[config.mk]
export PLATFORM = sky130hd
export DESIGN_NAME = reset_seq
export DESIGN_NICKNAME = d
export VERILOG_FILES = /design/src/rtl/reset_seq_pkg.sv /design/src/rtl/reset_seq_debounce_sync.sv /design/src/rtl/reset_seq.sv
export SDC_FILE = /design/constraint.sdc
export NUM_CORES = 1
export LEC_CHECK = 0
export ABC_CLOCK_PERIOD_IN_PS = 2610
export BUFFER_PORTS_ARGS = -buffer_cell sky130_fd_sc_hd__buf_4
export CAP_MARGIN = 40
export CORE_AREA = 5 5 99 101
export DETAILED_ROUTE_END_ITERATION = 16
export DIE_AREA = 0 0 104 106
export SYNTH_ARGS = -nofsm -noshare
export SYNTH_HDL_FRONTEND = slang
export SYNTH_SLANG_ARGS = --single-unit
[constraint.sdc]
create_clock -name clk -period 2.61 [get_ports clk]
set_clock_uncertainty 0.05 [all_clocks]
set_input_delay 0.3915 -clock clk [delete_from_list [all_inputs] [get_ports clk]]
set_output_delay 0.3915 -clock clk [all_outputs]
set_load 0.005 [all_outputs]
[src/rtl/reset_seq_pkg.sv]
// Shared types and elaboration helpers for the staggered reset sequencer.
package reset_seq_pkg;

  // Sequencer phases: everything held, staggered release, all released.
  typedef enum logic [1:0] {
    ASSERT  = 2'd0,
    RELEASE = 2'd1,
    RUN     = 2'd2
  } state_t;

  // Reason recorded for the most recent reset.
  typedef enum logic [1:0] {
    CAUSE_POR  = 2'd0,
    CAUSE_LOCK = 2'd1,
    CAUSE_BTN  = 2'd2,
    CAUSE_SW   = 2'd3
  } cause_t;

  function automatic int max_int(input int a, input int b);
    return (a > b) ? a : b;
  endfunction

  // Counter width for values 0..n-1, never narrower than one bit.
  function automatic int width_for(input int n);
    return (n <= 2) ? 1 : $clog2(n);
  endfunction

endpackage

[src/rtl/reset_seq_debounce_sync.sv]
// Two-flop synchroniser followed by a stable-count debouncer.
// The output level only changes after the synchronised input has disagreed
// with it for CYCLES consecutive clocks; any reversion restarts the count.
module debounce_sync #(
  parameter int CYCLES = 250000
) (
  input  logic clk,
  input  logic rst_n,
  input  logic din,
  output logic dout
);

  localparam int CNT_W = $clog2(CYCLES + 1);
  localparam logic [CNT_W-1:0] CNT_LAST = CNT_W'(CYCLES - 1);

  logic             sync_a_reg;
  logic             sync_b_reg;
  logic             level_reg;
  logic [CNT_W-1:0] cnt_reg;

  // Bring the raw asynchronous input into the clock domain.
  always_ff @(posedge clk or negedge rst_n) begin
    if (!rst_n) begin
      sync_a_reg <= 1'b0;
      sync_b_reg <= 1'b0;
    end else begin
      sync_a_reg <= din;
      sync_b_reg <= sync_a_reg;
    end
  end

  // Count consecutive disagreeing cycles; flip the level on the last one.
  always_ff @(posedge clk or negedge rst_n) begin
    if (!rst_n) begin
      level_reg <= 1'b0;
      cnt_reg   <= '0;
    end else if (sync_b_reg == level_reg) begin
      cnt_reg <= '0;
    end else if (cnt_reg == CNT_LAST) begin
      level_reg <= sync_b_reg;
      cnt_reg   <= '0;
    end else begin
      cnt_reg <= cnt_reg + CNT_W'(1);
    end
  end

  assign dout = level_reg;

endmodule

[src/rtl/reset_seq.sv]
// Reset sequencer: qualifies PLL lock, an armed push-button and a software
// request, holds all reset outputs, then releases them one at a time with a
// fixed stagger (bit 0 first), and records why the last reset happened.
module reset_seq
  import reset_seq_pkg::*;
#(
  parameter int NUM_OUT         = 3,
  parameter int HOLD_CYCLES     = 32,
  parameter int STAGGER_CYCLES  = 4,
  parameter int DEBOUNCE_CYCLES = 250000,
  parameter int SEL_W           = 4,
  parameter int BTN_SEL         = 1
) (
  input  logic               clk,
  input  logic               reset_n_i,
  input  logic               locked_i,
  input  logic               btn_i,
  input  logic [SEL_W-1:0]   sel_i,
  input  logic               sw_req_i,
  output logic [NUM_OUT-1:0] reset_o,
  output logic               ready_o,
  output logic [1:0]         cause_o
);

  localparam int CNT_W = width_for(max_int(HOLD_CYCLES, STAGGER_CYCLES));
  localparam int IDX_W = width_for(NUM_OUT);
  localparam logic [CNT_W-1:0] HOLD_LAST = CNT_W'(HOLD_CYCLES - 1);
  localparam logic [CNT_W-1:0] STAG_LAST = CNT_W'(STAGGER_CYCLES - 1);
  localparam logic [IDX_W-1:0] IDX_LAST  = IDX_W'(NUM_OUT - 1);
  localparam logic [SEL_W-1:0] SEL_ARM   = SEL_W'(BTN_SEL);

  logic               lock_a_reg;
  logic               locked_s_reg;
  logic               locked_prev_reg;
  logic               btn_hold_prev_reg;
  logic               btn_db;
  logic               btn_hold;
  logic               ok;
  logic               lock_fall;
  logic               btn_rise;
  logic               any_req;

  state_t             state_reg, state_next;
  cause_t             cause_reg, cause_next;
  logic [CNT_W-1:0]   cnt_reg, cnt_next;
  logic [IDX_W-1:0]   idx_reg, idx_next;
  logic [NUM_OUT-1:0] rst_reg, rst_next;
  logic               ready_reg, ready_next;

  debounce_sync #(
    .CYCLES (DEBOUNCE_CYCLES)
  ) u_btn (
    .clk   (clk),
    .rst_n (reset_n_i),
    .din   (btn_i),
    .dout  (btn_db)
  );

  // Synchronise PLL lock and keep previous levels for edge detection.
  always_ff @(posedge clk or negedge reset_n_i) begin
    if (!reset_n_i) begin
      lock_a_reg        <= 1'b0;
      locked_s_reg      <= 1'b0;
      locked_prev_reg   <= 1'b0;
      btn_hold_prev_reg <= 1'b0;
    end else begin
      lock_a_reg        <= locked_i;
      locked_s_reg      <= lock_a_reg;
      locked_prev_reg   <= locked_s_reg;
      btn_hold_prev_reg <= btn_hold;
    end
  end

  // The selector gates the debounced level, so arming while held is a rise.
  assign btn_hold  = btn_db && (sel_i == SEL_ARM);
  assign ok        = locked_s_reg && !btn_hold;
  assign lock_fall = locked_prev_reg && !locked_s_reg;
  assign btn_rise  = btn_hold && !btn_hold_prev_reg;
  assign any_req   = lock_fall || btn_rise || sw_req_i;

  // Sequencer state and registered outputs.
  always_ff @(posedge clk or negedge reset_n_i) begin
    if (!reset_n_i) begin
      state_reg <= ASSERT;
      cause_reg <= CAUSE_POR;
      cnt_reg   <= '0;
      idx_reg   <= '0;
      rst_reg   <= '1;
      ready_reg <= 1'b0;
    end else begin
      state_reg <= state_next;
      cause_reg <= cause_next;
      cnt_reg   <= cnt_next;
      idx_reg   <= idx_next;
      rst_reg   <= rst_next;
      ready_reg <= ready_next;
    end
  end

  // Next-state: requests override everything, otherwise hold/release/run.
  always_comb begin
    state_next = state_reg;
    cause_next = cause_reg;
    cnt_next   = cnt_reg;
    idx_next   = idx_reg;
    rst_next   = rst_reg;
    ready_next = ready_reg;

    if (any_req) begin
      state_next = ASSERT;
      cnt_next   = '0;
      idx_next   = '0;
      rst_next   = '1;
      ready_next = 1'b0;
      if (lock_fall) begin
        cause_next = CAUSE_LOCK;
      end else if (btn_rise) begin
        cause_next = CAUSE_BTN;
      end else begin
        cause_next = CAUSE_SW;
      end
    end else begin
      case (state_reg)
        ASSERT: begin
          rst_next   = '1;
          ready_next = 1'b0;
          if (!ok) begin
            cnt_next = '0;
          end else if (cnt_reg == HOLD_LAST) begin
            cnt_next    = '0;
            rst_next[0] = 1'b0;
            if (NUM_OUT == 1) begin
              state_next = RUN;
              ready_next = 1'b1;
            end else begin
              state_next = RELEASE;
              idx_next   = IDX_W'(1);
            end
          end else begin
            cnt_next = cnt_reg + CNT_W'(1);
          end
        end
        RELEASE: begin
          if (cnt_reg == STAG_LAST) begin
            cnt_next = '0;
            rst_next = rst_reg << 1;
            if (idx_reg == IDX_LAST) begin
              state_next = RUN;
              ready_next = 1'b1;
            end else begin
              idx_next = idx_reg + IDX_W'(1);
            end
          end else begin
            cnt_next = cnt_reg + CNT_W'(1);
          end
        end
        RUN: begin
          rst_next   = '0;
          ready_next = 1'b1;
        end
        default: begin
          state_next = ASSERT;
          rst_next   = '1;
          ready_next = 1'b0;
        end
      endcase
    end
  end

  assign reset_o = rst_reg;
  assign ready_o = ready_reg;
  assign cause_o = cause_reg;

endmodule

Yosys cells after proc, flatten, opt, wreduce, memory -nomap -nowiden
Cells that the tools add are included.
{ "word_totals": {"reg_bits": 40, "inputBits": 9, "out_inout_bits": 6} }
{ "op_classes": {"add_sub_neg": 3, "n_eq_ne": 14, "muxes": 28, "bitwise_logic": 1, "n_reduce_logical": 15} }
{ "ops": {"columns": ["op", "n"], "rows": [
  ["2-to-1 mux 18 bit", 2],
  ["2-to-1 mux 5 bit", 4],
  ["adder 18 x 1 -> 18 bit, second input constant", 1],
  ["== test 18 bit, second input constant", 1],
  ["2-to-1 mux 2 bit", 9],
  ["inequality test 3 bit, second input constant", 5],
  ["case mux 5 bit (2 select lines)", 1],
  ["AND reduction 5 bit", 2],
  ["case mux 3 bit (3 select lines)", 1],
  ["2-to-1 mux 1 bit", 6],
  ["2-to-1 mux 3 bit", 2],
  ["case mux 2 bit (3 select lines)", 1],
  ["adder 5 x 1 -> 5 bit, second input constant", 1],
  ["== test 5 x 2 -> 1 bit, second input constant", 1],
  ["== test 5 bit, second input constant", 1],
  ["== test 2 bit, second input constant", 2],
  ["== test 4 x 1 -> 1 bit, second input constant", 1],
  ["logical AND 1 bit", 4],
  ["case mux 2 bit (2 select lines)", 1],
  ["AND reduction 2 bit", 2],
  ["logical NOT 1 bit", 3],
  ["nonzero test 3 bit", 1],
  ["adder 2 x 1 -> 2 bit, second input constant", 1],
  ["== test 2 x 1 -> 1 bit, second input constant", 1],
  ["6 further kinds", 7]
]} }

Logic depth before layout (Yosys ltp)
{ "logic_depth": {"depth_word": 7, "depth_mapped": 7} }

Cells and area by module
A second synthesis with hierarchy kept.
{ "unflattened": {"hier_cells": 203, "area_unflattened_um2": 2089.5} }
{ "modules_own_cells": {"columns": ["module", "instances", "cells_each", "area_each_um2", "seq_area_each_um2"], "rows": [
  ["reset_seq", 1, 104, 1059.8, 479.2],
  ["debounce_sync", 1, 99, 1029.7, 525.5]
]} }

Worst setup path after synthesis
No wires, ideal clock.
{ "synth_path": {"kind": "reg-to-reg", "startpoint": "register cnt_reg[0]", "endpoint": "register state_reg[0]", "setup_ps": 79, "arrival_time_ps": 1839, "path_slack_ps": 641, "stages_incl_launch_ff": 7, "path_cell_list": "dfrtp_1 -> ha_1 -> or4b_4 -> and2_4 -> buf_6 -> a2111oi_4 -> mux2i_1"} }
{ "synth_via": {"elab_chain_cells": 3} }
{ "synth_lines": {"columns": ["item", "line_no", "text"], "rows": [
  ["start, declared", "reset_seq.sv:45", "logic [CNT_W-1:0] cnt_reg, cnt_next;"],
  ["start signal, assigned", "reset_seq.sv:93", "cnt_reg <= cnt_next;"],
  ["== test 5 x 2 -> 1 bit / == test 5 bit (equally long branches)", "reset_seq.sv:144, reset_seq.sv:129", null],
  ["inequality test 3 bit (no line)", null, null],
  ["AND reduction 5 bit (no line) *", null, null],
  ["end signal, assigned", "reset_seq.sv:91", "state_reg <= state_next;"],
  ["end, declared", "reset_seq.sv:43", "state_t state_reg, state_next;"]
]} }
Every way passes the cells marked *; elsewhere a longest branch is shown, timed or not.
A chain may end at the register's enable or synchronous reset.

Final worst setup path
{ "layout_path": {"startpoint": "register state_reg[0]", "endpoint": "register cnt_reg[1]"} }
{ "layout_via": {"elab_chain_cells": 3} }
{ "layout_lines": {"columns": ["item", "line_no", "text"], "rows": [
  ["== test 2 x 1 -> 1 bit / logical NOT 2 bit (equally long branches)", "reset_seq.sv:123", "case (state_reg)"],
  ["case mux 5 bit (2 select lines)", "reset_seq.sv:123", null],
  ["2-to-1 mux 5 bit", "reset_seq.sv:109", "if (any_req) begin"]
]} }
Parallel ways exist; a longest one is shown, timed or not.

==> results by group <==
Run status
  – Status: complete, no violations

Setup path
  – CP required: 2.78 ns
  – Top Family by Delay on Critical Path: compound AO/OA/AOI/OAI gates
  – R2R Setup Slk: 0.49 ns
  – Slowest library cell on the worst path: a2111oi_0
  – Crit path kind: flop to flop
  – Crit path cell chain: inv_1 > ha_1 > nand2_1 > a2111oi_0 > buf_4 > o21ai_0 > a21oi_1
  – Crit path DAT: 2.29 ns
  – Bufs and invs on worst path: 2
  – Critical path fanouts, max: 9
  – CP endpoint kind: flop
  – R2r endpoint: cnt_reg[1]$_DFFE_PN0P_
  – Worst reg2reg path depth: 7
  – RR Startpoint: state_reg[0]$_DFFE_PN0P_
  – Largest stage delay, worst path: 0.48 ns
  – Critical Path Source Type: flop

STA
  – Endpoints failing hold: 0
  – Slew @ Worst Pin: 0.5606 ns
  – Max-slew headroom: 62.46%
  – Final Setup Violations: 0
  – Min cycle time layout: 2.118 ns
  – Post-route setup slack: 0.4918 ns
  – Max-slew violations: 0
  – RSZ-0062 raised after global routing: false
  – Fin crit share: 81.16%
  – Setup_tns: 0 ns
  – Max Fclk: 472.1 MHz

Die
  – Die Y: 106 µm
  – Die width: 104 µm
  – Io pins: 15
  – Die Area: 11020 µm²
  – Initial Utilization: 23.81%
  – Core Region: 8934 µm²
  – # rows: 35

Power
  – Power density over cell area: 502.1 nW/µm²
  – Peak VDD IR: 0.1924 mV
  – P_leak: 0.9791 nW

Clock network
  – Longest Clk Path Bufs: 2
  – Setup bufs post-CTS: 0
  – H-tree levels: 2
  – # clock sinks: 40
  – TritonCTS clock tree: built
  – CTS root buffer: clkbuf_8
  – Cts hold-fix bufs: 0
  – CTS buffer count: 5
  – Clock Pin Slew Worst Setup and Hold Paths: 0.08 ns
  – Cts repair resizes: 0
  – Clock latency at the later pin of the worst-skew pair: 0.29 ns

Finish
  – Layout area overhead: 17.29%
  – ANT cells: 0
  – Number of flip-flops in the largest register: 18
  – Post-Layout Inst Area: 2495 µm²
  – Share of cells above drive strength 1: 17.47%
  – Nets: 246
  – Commonest non-fill, non-tap cell in the layout: dfrtp_1
  – Most frequent cells in the layout: dfrtp_1, nor2_1, nand2_1, buf_4, inv_1

Logic synthesis
  – Netlist cell types: 46
  – EDFF count, synth: 0
  – Cell area after synthesis: 2127 µm²
  – Synth Warn #: 0
  – Sequential fraction of the synthesis area: 47.24%
  – Syn Inst Count: 209
  – Async SR Flop Fraction: 100.0%
  – Seq cells post-synth: 40
  – Mean Syn Cell Area: 10.18 µm²
  – Most common flop cell mapped by yosys: dfrtp_1
  – Post-synth net total: 227

Placed design
  – GPL Wtd Cong: 0.7452
  – Pre-CTS setup slack: 0.5092 ns
  – Port bufs: 14
  – Placed wire-length estimate: 2960 µm
  – Cell area after placement: 2369 µm²

Min path
  – Worst hold path class: input port to async pin

Global route
  – Number of global-route vias before repair: 1564
  – First-pass GRT wire length: 7065 µm
  – Initial antenna violation count: 0
  – Gr usage total: 7.579%
  – Largest net degree at the start of global routing: 41
  – Grt ovf: 0

Detailed routing
  – Final ANT Viol Nets: 0
  – Starting DRC count in detailed routing: 35
  – Detailed-route DRC error count: 0
  – Detail-routed via count per cell: 4.544
  – Wire per inst: 11.86 µm
  – Total routed wirelength: 4031 µm
  – Total number of vias: 1545
  – 1st-pass router iterations: 4

Run
  – Max cap viols: 0
==> synthesized netlist by cell type, drive strengths merged (2+ instances only) <==
cell type / count / area, µm²
o2bb2ai: 4 / 35.03
clkbuf: 3 / 11.26
xor2: 3 / 26.28
dfrtp: 37 / 925.9
nor2: 25 / 93.84
mux2i: 4 / 40.04
o31ai: 4 / 30.03
or4: 3 / 22.52
a211o: 2 / 17.52
nand3: 13 / 70.07
o21ai: 7 / 35.03
nand2: 20 / 75.07
xnor2: 10 / 87.58
dfstp: 3 / 78.83
a211oi: 2 / 15.01
ha: 9 / 112.6
a21oi: 6 / 30.03
nor3: 2 / 10.01
nor4: 6 / 37.54
o211ai: 3 / 22.52
or3: 4 / 25.02
buf: 3 / 21.27
a2111oi: 3 / 63.81
inv: 14 / 52.55
==> final cells by class <==
cell class                 count  area, µm²
fill                         968       6439
multi-input combinational    149       1037
sequential                    40       1005
tap                          111      138.9
timing repair buffer          18      135.1
clock buffer                   7      96.34
inverter                      14      52.55
clock inverter                 1      30.03
==> worst register-to-register path, delay by kind of cell (launching register included) <==
kind                       cells  cell delay (ns)
AOI/OAI and AO/OA              3             0.70
and+or+nand+nor                1             0.14
adders and majority gates      1             0.43
DFF                            1             0.43
buffers and inverters          2             0.30
==> logic make-up after synthesis <==
| logic type | share of synthesized area [%] |
|---|---|
| multiplexers | 2.412 |
| AO/OA/AOI/OAI | 15.77 |
| flip-flops | 47.24 |
| adder cells (fa/ha/maj) | 5.294 |
| AND/OR/NAND/NOR | 19.94 |
| XOR/XNOR | 5.353 |
| buffers and inverters | 4.000 |
==> worst max-delay path by stage <==
stage                               end  slack (ns)  cells past startpoint                     start
4_1_cts          cnt_reg[1]$_DFFE_PN0P_        0.49                      7  state_reg[0]$_DFFE_PN0P_
3_5_place_dp     idx_reg[0]$_DFFE_PN0P_        0.51                      5                  sel_i[1]
3_3_place_gp     idx_reg[0]$_DFFE_PN0P_        0.50                      5                  sel_i[1]
2_1_floorplan  state_reg[0]$_DFFE_PN0P_        0.64                      6    cnt_reg[0]$_DFFE_PN0P_
6_report         cnt_reg[1]$_DFFE_PN0P_        0.49                      7  state_reg[0]$_DFFE_PN0P_
5_1_grt          cnt_reg[1]$_DFFE_PN0P_        0.31                      7  state_reg[0]$_DFFE_PN0P_
==> stage by stage <==
step,utilization (%),total power [mW],std cells,hold WS (ns)
global placement,26.51,0.7149,332,0.2866
global route,27.93,1.311,340,0.05860
finish,27.93,1.253,340,0.006291
detailed placement,26.51,0.7165,332,0.2847
CTS,27.93,1.272,340,0.02966
floorplan,-,0.6785,209,0.04591
==> report_power, final <==
part	leakage [nW]	total, mW	switching [mW]	internal (mW)
clock network	0.0645	0.551	0.213	0.337
logic	0.389	0.0633	0.0381	0.0252
registers	0.525	0.639	0.00855	0.630
total	0.979	1.25	0.260	0.993
==> routing by layer <==
layer / routed length, µm / part of all wire [%] / vias up / track usage, %
li1: - / - / 786 / -
met1: 1913 / 47 / 728 / 9.129
met2: 1883 / 47 / 25 / 12.75
met3: 191 / 4.7 / 6 / 2.611
met4: 42 / 1.0 / 0 / 2.313
met5: 0 / 0 / - / 0
(Power assumes the default switching activity.)
